$ cat config.mk
export PLATFORM = sky130hd
export DESIGN_NAME = conv_out_framer
export DESIGN_NICKNAME = d
export VERILOG_FILES = /design/src/rtl/conv_out_framer.sv
export SDC_FILE = /design/constraint.sdc
export NUM_CORES = 1
export LEC_CHECK = 0
export CELL_PAD_IN_SITES_DETAIL_PLACEMENT = 1
export CELL_PAD_IN_SITES_GLOBAL_PLACEMENT = 2
export CORE_ASPECT_RATIO = 1.5
export CORE_MARGIN = 2
export CORE_UTILIZATION = 37
export CTS_CLUSTER_DIAMETER = 80
export DETAILED_ROUTE_END_ITERATION = 10
export PLACE_DENSITY_LB_ADDON = 0.1
export SYNTH_ARGS = -nofsm -noshare
export SYNTH_HDL_FRONTEND = slang
export SYNTH_SLANG_ARGS = --single-unit
export TNS_END_PERCENT = 100
$ cat constraint.sdc
create_clock -name sys_clk -period 4.5 [get_ports sys_clk]
set_clock_uncertainty 0.2 [all_clocks]
set_input_delay 0.45 -clock sys_clk [delete_from_list [all_inputs] [get_ports sys_clk]]
set_output_delay 0.45 -clock sys_clk [all_outputs]
set_load 0.01 [all_outputs]
$ cat src/rtl/conv_out_framer.sv
// -----------------------------------------------------------------------------
// conv_out_framer
//
// Downstream stage of conv2d_3x3. Takes the raw signed 16-bit pixel stream,
// clamps each pixel to 0..2^PIX_BITS-1, tags start-of-frame (m_tuser) and
// end-of-line (m_tlast), and presents the result on an AXI-Stream master.
// A 2-entry skid buffer sits between the two handshakes so that s_tready is a
// plain register with no combinational path from m_tready.
//
// Optional feature macro: FRAMER_SAT_STATS_EN
//   When defined, adds output sat_count (32 bits): number of pixels clamped in
//   the current frame, cleared on an accepted frame_start, saturating at
//   0xFFFFFFFF. When undefined the port and its logic are absent.
//
// Ports:
//   sys_clk      clock
//   sys_rst      asynchronous active-high reset
//   frame_start  one-cycle pulse; arms a frame and latches cfg_cols/cfg_rows
//   cfg_cols     pixels per row (0 illegal)
//   cfg_rows     rows per frame (0 illegal)
//   s_tdata      signed input pixel
//   s_tvalid     input valid
//   s_tready     input ready (registered)
//   m_tdata      clamped pixel, zero-extended
//   m_tvalid     output valid
//   m_tready     output ready
//   m_tuser      SOF tag, first pixel of a frame
//   m_tlast      EOL tag, last pixel of each row
//   frame_done   one-cycle pulse after the frame's last pixel leaves
//   busy         high while the frame is being accepted (ACTIVE)
//   err_overrun  sticky: input valid seen while idle; cleared by frame_start
//   sat_count    (FRAMER_SAT_STATS_EN only) clamped-pixel count
// -----------------------------------------------------------------------------
module conv_out_framer #(
  parameter int DWIDTH   = 16,
  parameter int PIX_BITS = 10,
  parameter int CNT_W    = 12
) (
  input  logic              sys_clk,
  input  logic              sys_rst,
  input  logic              frame_start,
  input  logic [CNT_W-1:0]  cfg_cols,
  input  logic [CNT_W-1:0]  cfg_rows,
  input  logic [DWIDTH-1:0] s_tdata,
  input  logic              s_tvalid,
  output logic              s_tready,
  output logic [DWIDTH-1:0] m_tdata,
  output logic              m_tvalid,
  input  logic              m_tready,
  output logic              m_tuser,
  output logic              m_tlast,
  output logic              frame_done,
  output logic              busy,
  output logic              err_overrun
`ifdef FRAMER_SAT_STATS_EN
  ,
  output logic [31:0]       sat_count
`endif
);

  typedef enum logic [1:0] {
    S_IDLE,
    S_ACTIVE,
    S_DONE
  } state_t;

  state_t             state;
  logic [CNT_W-1:0]   cols_q, rows_q;
  logic [CNT_W-1:0]   col_q, row_q;

  // Skid buffer: entry 0 is the head and drives the m_* outputs.
  logic [PIX_BITS-1:0] buf_data [2];
  logic                buf_user [2];
  logic                buf_last [2];
  logic [1:0]          occ;

  logic                accept, pop;
  logic                last_col, last_row, frame_end_accept;
  logic                enter_active, leave_done, next_active;
  logic [1:0]          occ_nx;
  logic                wr_slot;
  logic                tag_user;
  logic                is_neg, is_over;
  logic [PIX_BITS-1:0] pix;

  // ---------------------------------------------------------------------------
  // Handshakes and frame-position decode
  // ---------------------------------------------------------------------------
  assign accept   = s_tvalid && s_tready;
  assign pop      = m_tvalid && m_tready;
  assign m_tvalid = (occ != 2'd0);

  assign last_col         = (col_q == cols_q - CNT_W'(1));
  assign last_row         = (row_q == rows_q - CNT_W'(1));
  assign tag_user         = (col_q == '0) && (row_q == '0);
  assign frame_end_accept = accept && last_col && last_row;

  assign enter_active = (state == S_IDLE) && frame_start;
  // The last beat can only leave in DONE, and by then it is the sole entry.
  assign leave_done   = (state == S_DONE) && pop && (occ == 2'd1);
  assign next_active  = enter_active || ((state == S_ACTIVE) && !frame_end_accept);

  assign occ_nx  = occ + 2'(accept) - 2'(pop);
  // With one entry and no pop, the new beat queues behind the head; in every
  // other legal case it lands in the head slot (after any shift).
  assign wr_slot = (occ == 2'd1) && !pop;

  // ---------------------------------------------------------------------------
  // Clamp: negative -> 0; any magnitude bit above the pixel range -> max.
  // ---------------------------------------------------------------------------
  always_comb begin
    // NOTE: every always_comb output gets a default first so no path leaves it unassigned (no latch).
    pix     = s_tdata[PIX_BITS-1:0];
    is_neg  = s_tdata[DWIDTH-1];
    is_over = |s_tdata[DWIDTH-2:PIX_BITS];
    if (is_neg) begin
      pix = '0;
    end else if (is_over) begin
      pix = '1;
    end
  end

  // ---------------------------------------------------------------------------
  // Frame FSM with registered control outputs. s_tready and busy are loaded
  // with the value they must carry in the next cycle, so s_tready always
  // equals (state==ACTIVE && occupancy<2) without looking at m_tready.
  // ---------------------------------------------------------------------------
  // NOTE: sequential state uses non-blocking assignments only; reset is async assert via the sensitivity list.
  always_ff @(posedge sys_clk or posedge sys_rst) begin
    if (sys_rst) begin
      state       <= S_IDLE;
      cols_q      <= '0;
      rows_q      <= '0;
      col_q       <= '0;
      row_q       <= '0;
      s_tready    <= 1'b0;
      busy        <= 1'b0;
      frame_done  <= 1'b0;
      err_overrun <= 1'b0;
    end else begin
      frame_done <= leave_done;
      busy       <= next_active;
      s_tready   <= next_active && (occ_nx != 2'd2);
      case (state)
        S_IDLE: begin
          if (frame_start) begin
            state       <= S_ACTIVE;
            cols_q      <= cfg_cols;
            rows_q      <= cfg_rows;
            col_q       <= '0;
            row_q       <= '0;
            err_overrun <= 1'b0;
          end else if (s_tvalid) begin
            err_overrun <= 1'b1;
          end
        end
        S_ACTIVE: begin
          if (accept) begin
            if (last_col) begin
              col_q <= '0;
              if (last_row) begin
                row_q <= '0;
                state <= S_DONE;
              end else begin
                row_q <= row_q + CNT_W'(1);
              end
            end else begin
              col_q <= col_q + CNT_W'(1);
            end
          end
        end
        S_DONE: begin
          if (leave_done) begin
            state <= S_IDLE;
          end
        end
        default: state <= S_IDLE;
      endcase
    end
  end

  // ---------------------------------------------------------------------------
  // Skid buffer. A pop shifts entry 1 into the head; a push written later in
  // the same block overrides the shift when it targets the head slot.
  // ---------------------------------------------------------------------------
  always_ff @(posedge sys_clk or posedge sys_rst) begin
    if (sys_rst) begin
      occ <= 2'd0;
      // NOTE: the buffer storage is reset too, because the head entry drives m_tdata/m_tuser/m_tlast directly.
      for (int i = 0; i < 2; i++) begin
        buf_data[i] <= '0;
        buf_user[i] <= 1'b0;
        buf_last[i] <= 1'b0;
      end
    end else begin
      occ <= occ_nx;
      if (pop) begin
        buf_data[0] <= buf_data[1];
        buf_user[0] <= buf_user[1];
        buf_last[0] <= buf_last[1];
      end
      if (accept) begin
        buf_data[wr_slot] <= pix;
        buf_user[wr_slot] <= tag_user;
        buf_last[wr_slot] <= last_col;
      end
    end
  end

  assign m_tdata = DWIDTH'(buf_data[0]);
  assign m_tuser = buf_user[0];
  assign m_tlast = buf_last[0];

`ifdef FRAMER_SAT_STATS_EN
  // Clamped-pixel counter for the current frame; holds after the frame ends.
  always_ff @(posedge sys_clk or posedge sys_rst) begin
    if (sys_rst) begin
      sat_count <= '0;
    end else if (enter_active) begin
      sat_count <= '0;
    end else if (accept && (is_neg || is_over) && (sat_count != 32'hFFFF_FFFF)) begin
      sat_count <= sat_count + 32'd1;
    end
  end
`endif

endmodule

; Word-level counts from Yosys, hierarchy flattened
; Index checks and enable logic that the tools add are counted.
[op_classes]
addsub = 6
multipliers = 0
div_mod_pow = 0
n_lt_le_gt_ge = 2
eq_ne = 11
n_shift = 0
muxes = 31
n_bitwise = 1
reduce_logical = 27
[ops]
columns = op, n
row1 = 12-bit two-way mux, 6
row2 = 12-bit one-hot mux with 2 select lines, 2
row3 = 10-bit two-way mux, 4
row4 = "12-bit by 1-bit adder with 12-bit output, second input constant", 2
row5 = 12-bit equality test, 2
row6 = 12-bit logical NOT, 2
row7 = "12-bit by 1-bit subtractor with 12-bit output, second input constant", 2
row8 = 20-bit bitwise mux, 1
row9 = 20-bit two-way mux, 1
row10 = 2-bit two-way mux, 7
row11 = 1-bit logical AND, 12
row12 = "2-bit inequality test, second input constant", 6
row13 = 10-bit demux with 1-bit select, 1
row14 = 2-bit one-hot mux with 3 select lines, 1
row15 = 2-bit nonzero test, 3
row16 = 1-bit two-way mux, 5
row17 = 5-bit AND reduction, 1
row18 = 5-bit OR reduction, 1
row19 = 2-bit bitwise mux, 2
row20 = "2-bit by 1-bit equality test with 1-bit output, second input constant", 2
row21 = 2-bit AND reduction, 2
row22 = 4-bit AND reduction, 1
row23 = 3-bit AND reduction, 1
row24 = 2-bit by 1-bit adder with 2-bit output, 1
row25 = 9 further kinds, 10
[word_totals]
regBits = 80
latch_bits = 0
ram_bits = 0
mem_bits_ro = 0
in_bits = 45
output_inout_bits = 23
word_cells = 94
mem_count = 0

; Depth between registers and ports, before layout
[logic_depth]
word_depth = 11
mapped_depth = 10
depth_no_buf = 9

; Least setup slack after synthesis
; OpenSTA, ideal clock, no wires.
[synth_timing]
path_type = reg-to-reg
from = reg cols_q[4]
to = reg row_q[8]
setup_ns = 0.126
t_arrival_ns = 2.648
required_time_ns = 4.174
setup_slack_ns = 1.526
path_stages_with_launch = 9
n_path_buf = 1
synth_period_minus_slack_ns = 2.974
path_cell_list = dfrtp_1 -> or4_1 -> or2_1 -> or4_4 -> xnor2_4 -> a41oi_4 -> nor3b_2 -> buf_4 -> a221o_1
[synth_via]
elab_chain_len = 4
[synth_rtl]
columns = item, line_no
row1 = from (decl), 68  ; logic [CNT_W-1:0] cols_q, rows_q;
row2 = from (signal assigned), 148  ; cols_q <= cfg_cols;
row3 = 12-bit by 1-bit subtractor with 12-bit output, 93  ; assign last_col = (col_q == cols_q - CNT_W'(1));
row4 = 12-bit equality test, 93
row5 = 2-bit inequality test (no line), -
row6 = 4-bit AND reduction (no line), -
row7 = to (signal assigned), 165  ; row_q <= row_q + CNT_W'(1);
row8 = to (decl), 69  ; logic [CNT_W-1:0] col_q, row_q;
; No other way between the ends.
; A chain may end at the register's enable or synchronous reset.

; Final worst setup path
[layout_timing]
from = reg rows_q[0]
to = reg row_q[8]
[layout_via]
elab_chain_len = 6
[layout_rtl]
columns = item, line_no
row1 = from (decl), 68
row2 = from (signal assigned), 149  ; rows_q <= cfg_rows;
row3 = 12-bit by 1-bit subtractor with 12-bit output, 94  ; assign last_row = (row_q == rows_q - CNT_W'(1));
row4 = 12-bit equality test, 94
row5 = 12-bit two-way mux, 161  ; if (last_row) begin
row6 = 12-bit two-way mux, 159  ; if (last_col) begin
row7 = 12-bit two-way mux, 158  ; if (accept) begin
row8 = 12-bit one-hot mux with 2 select lines, 144  ; case (state)
; No other way between the ends. The select of a mux whose other input is x is not followed.

==> summary.txt <==
CTS tree = done
Vias in the first global route = 4,033
Slew Viols, Final = 0
Worst Setup SP = rows_q[0]
Synth Cell Area = 0.00470 mm2
Synth Register Bits = 80
Post-Synth XOR/XNOR Area = 0.0710
Post-synth top area share = 0.426
Peak VDD IR = 0.000195 V
Most common library cells after synthesis = dfrtp_1, nor2_1, nand2_1, clkbuf_1, o21ai_0
ANT nets after route = 0
Post-layout net count = 594
# IOs = 68
DP Cell Count = 686
Starting DRT DRC Count = 63
Clk buf depth = 2
R2r setup slk = 1.03 ns
Leak = 2.44 nW
Setup TNS = 0 ns
Max frequency = 288 MHz
Max Cap Viol = 0
Final core occ = 0.457
Row count = 50
Synth Area in Simple Gates = 0.227
Worst-Margin Slew = 1.02 ns
Total CTS buffers = 9
Seq/Total Area, Yosys = 0.426
Synth area leader = dfrtp_1
Layout cell share with drive strength beyond 1 = 0.112
Fraction of the mapped netlist area in adder cells = 0.0213
Worst r2r src = rows_q[0]
Final WL = 12.2 mm
Largest family of logic cells by synthesized area = simple AND/OR/NAND/NOR gates
Total power draw = 2.66 mW
Synth Area in Compound Gates = 0.116
Placed Area = 0.00536 mm2
Final Hold Violating Endpoints = 0
Cts hold-fix bufs = 0
WP data arrival = 3.55 ns
DR WL/cell = 17.3 um
PortBufs = 61
Core box area = 0.0124 mm2
Resized cells post-CTS = 0
Clock root buffer = clkbuf_16
Largest net degree at the start of global routing = 57
Worst skew pair latency = 0.35 ns
Crit path launch type = flop
Crit end category = flop
Post-synth EDFFs = 0
Pre-Repair DR Iteration Count = 4
Max Fanout on Critical Path = 12
Top-count cell post-synth = dfrtp_1
Area Growth Syn to Fin = 21.1%
Final hold slack = 0.274 ns
Top post-synthesis cells by area = dfrtp_1, nor2_1, mux2_2
Starting Density = 0.378
Type of the most critical hold path = flop to flop
Post-Syn Instances = 499
DRC Markers = 0
Outcome = completed
RSZ-0062 raised after global routing = false
Area of the die = 0.0136 mm2
Ant diodes = 0
Worst Path Required = 4.58 ns
First-pass GRT wire length = 20.0 mm
Fraction of registers with async set/reset = 1.00
Gr usage total = 0.190
Proportion of synthesized area in mux cells = 0.0758
Avg Cell Area, Syn = 9.43 um2
Post-CTS Setup Repair Bufs = 0
Final-layout fill cell count = 1,406
Fin crit share = 0.771
Clock slew at reported path FFs = 0.06 ns
Fin worst setup slack = 1.03 ns
Netlist cell types = 61
Final min period = 3.47 ns
Vias per cell = 5.33
Vias = 3,742
Non-Filler Instances = 702
Setup CP Type = flop to flop
Die width = 96.1 um
Hpwl dp = 9.00 mm
Gpl congestion = 0.825
Post-place setup slack = 1.06 ns
Primary FF master, synth = dfrtp_1
Die height = 142 um
Grt total ovfl = 0
Final Cell Area = 0.00569 mm2
Initial antenna violation count = 0
Clock Sinks = 80
Final setup viols = 0
H-tree depth = 3
Pwr dens = 467 mW/mm2
Slew headroom = 0.319
Syn. warnings = 0
==> routing by layer <==
layer / part of all wire / global-route usage / up-vias
met2: 0.54 / 0.348 / 52
li1: - / - / 1821
met3: 0.032 / 0.0328 / 23
met5: 0 / 0 / -
met1: 0.40 / 0.209 / 1846
met4: 0.024 / 0.0789 / 0
==> cell type report <==
type                       instances  area, um2  share of cell area
inverter                          20       76.3              0.0134
clock buffer                      12        256              0.0450
sequential                        80       2000               0.352
clock inverter                     4       76.3              0.0134
timing repair buffer              67        656               0.115
multi-input combinational        363       2430               0.427
tap                              156        195              0.0343
==> power breakdown <==
part	total, mW	switching, mW	internal [mW]
registers	1.05	0.167	0.885
clock network	0.816	0.299	0.517
logic	0.789	0.390	0.398
==> worst max-delay path, cell delays in order (launching register included) <==
cell and delay (ns):
dfrtp_1 0.42, inv_1 0.10, ha_1 0.28, or4b_2 0.62
or3_1 0.36, nand4_1 0.12, a311oi_1 0.06, a31oi_1 0.18
buf_4 0.19, nor3b_2 0.60, a221o_1 0.28
==> cell families (layout without fill, tap and decap cells) <==
kind of cell,after synthesis,after routing
xor+xnor,36,36
flops,80,80
fa+ha+maj,8,8
simple gates,206,206
other cells,1,6
mux,33,33
buf+inv,61,103
compound gates,74,74
==> final timing paths <==
kind	endpoint	depth (start not counted)
max in group asynchronous	m_tdata[3]	3
max	row_q[8]	10
min reg2reg	flop	2
min in group asynchronous	cols_q[6]	2
max reg2reg	row_q[8]	10
min	flop	2
==> cells in the final DEF (no fill, tap or decap), drive strengths merged, types with 3 or more instances in the layout <==
master         count
a211o              4
a211oi             4
a21oi              5
a221o              5
a22o               5
and2               3
and3               6
and3b              3
buf                6
clkbuf            12
clkdlybuf4s50     61
conb               6
dfrtp             80
ha                 8
inv               19
mux2              21
mux2i             12
nand2             48
nand2b             3
nand3             18
nand3b             3
nand4             10
nand4b             3
nor2              66
nor3               6
nor3b              8
nor4               6
nor4b              3
o21ai             23
o31ai             10
or2                6
or3                6
or4                6
xnor2             22
xor2              14
Note: power is estimated with default switching activity, not from simulation.
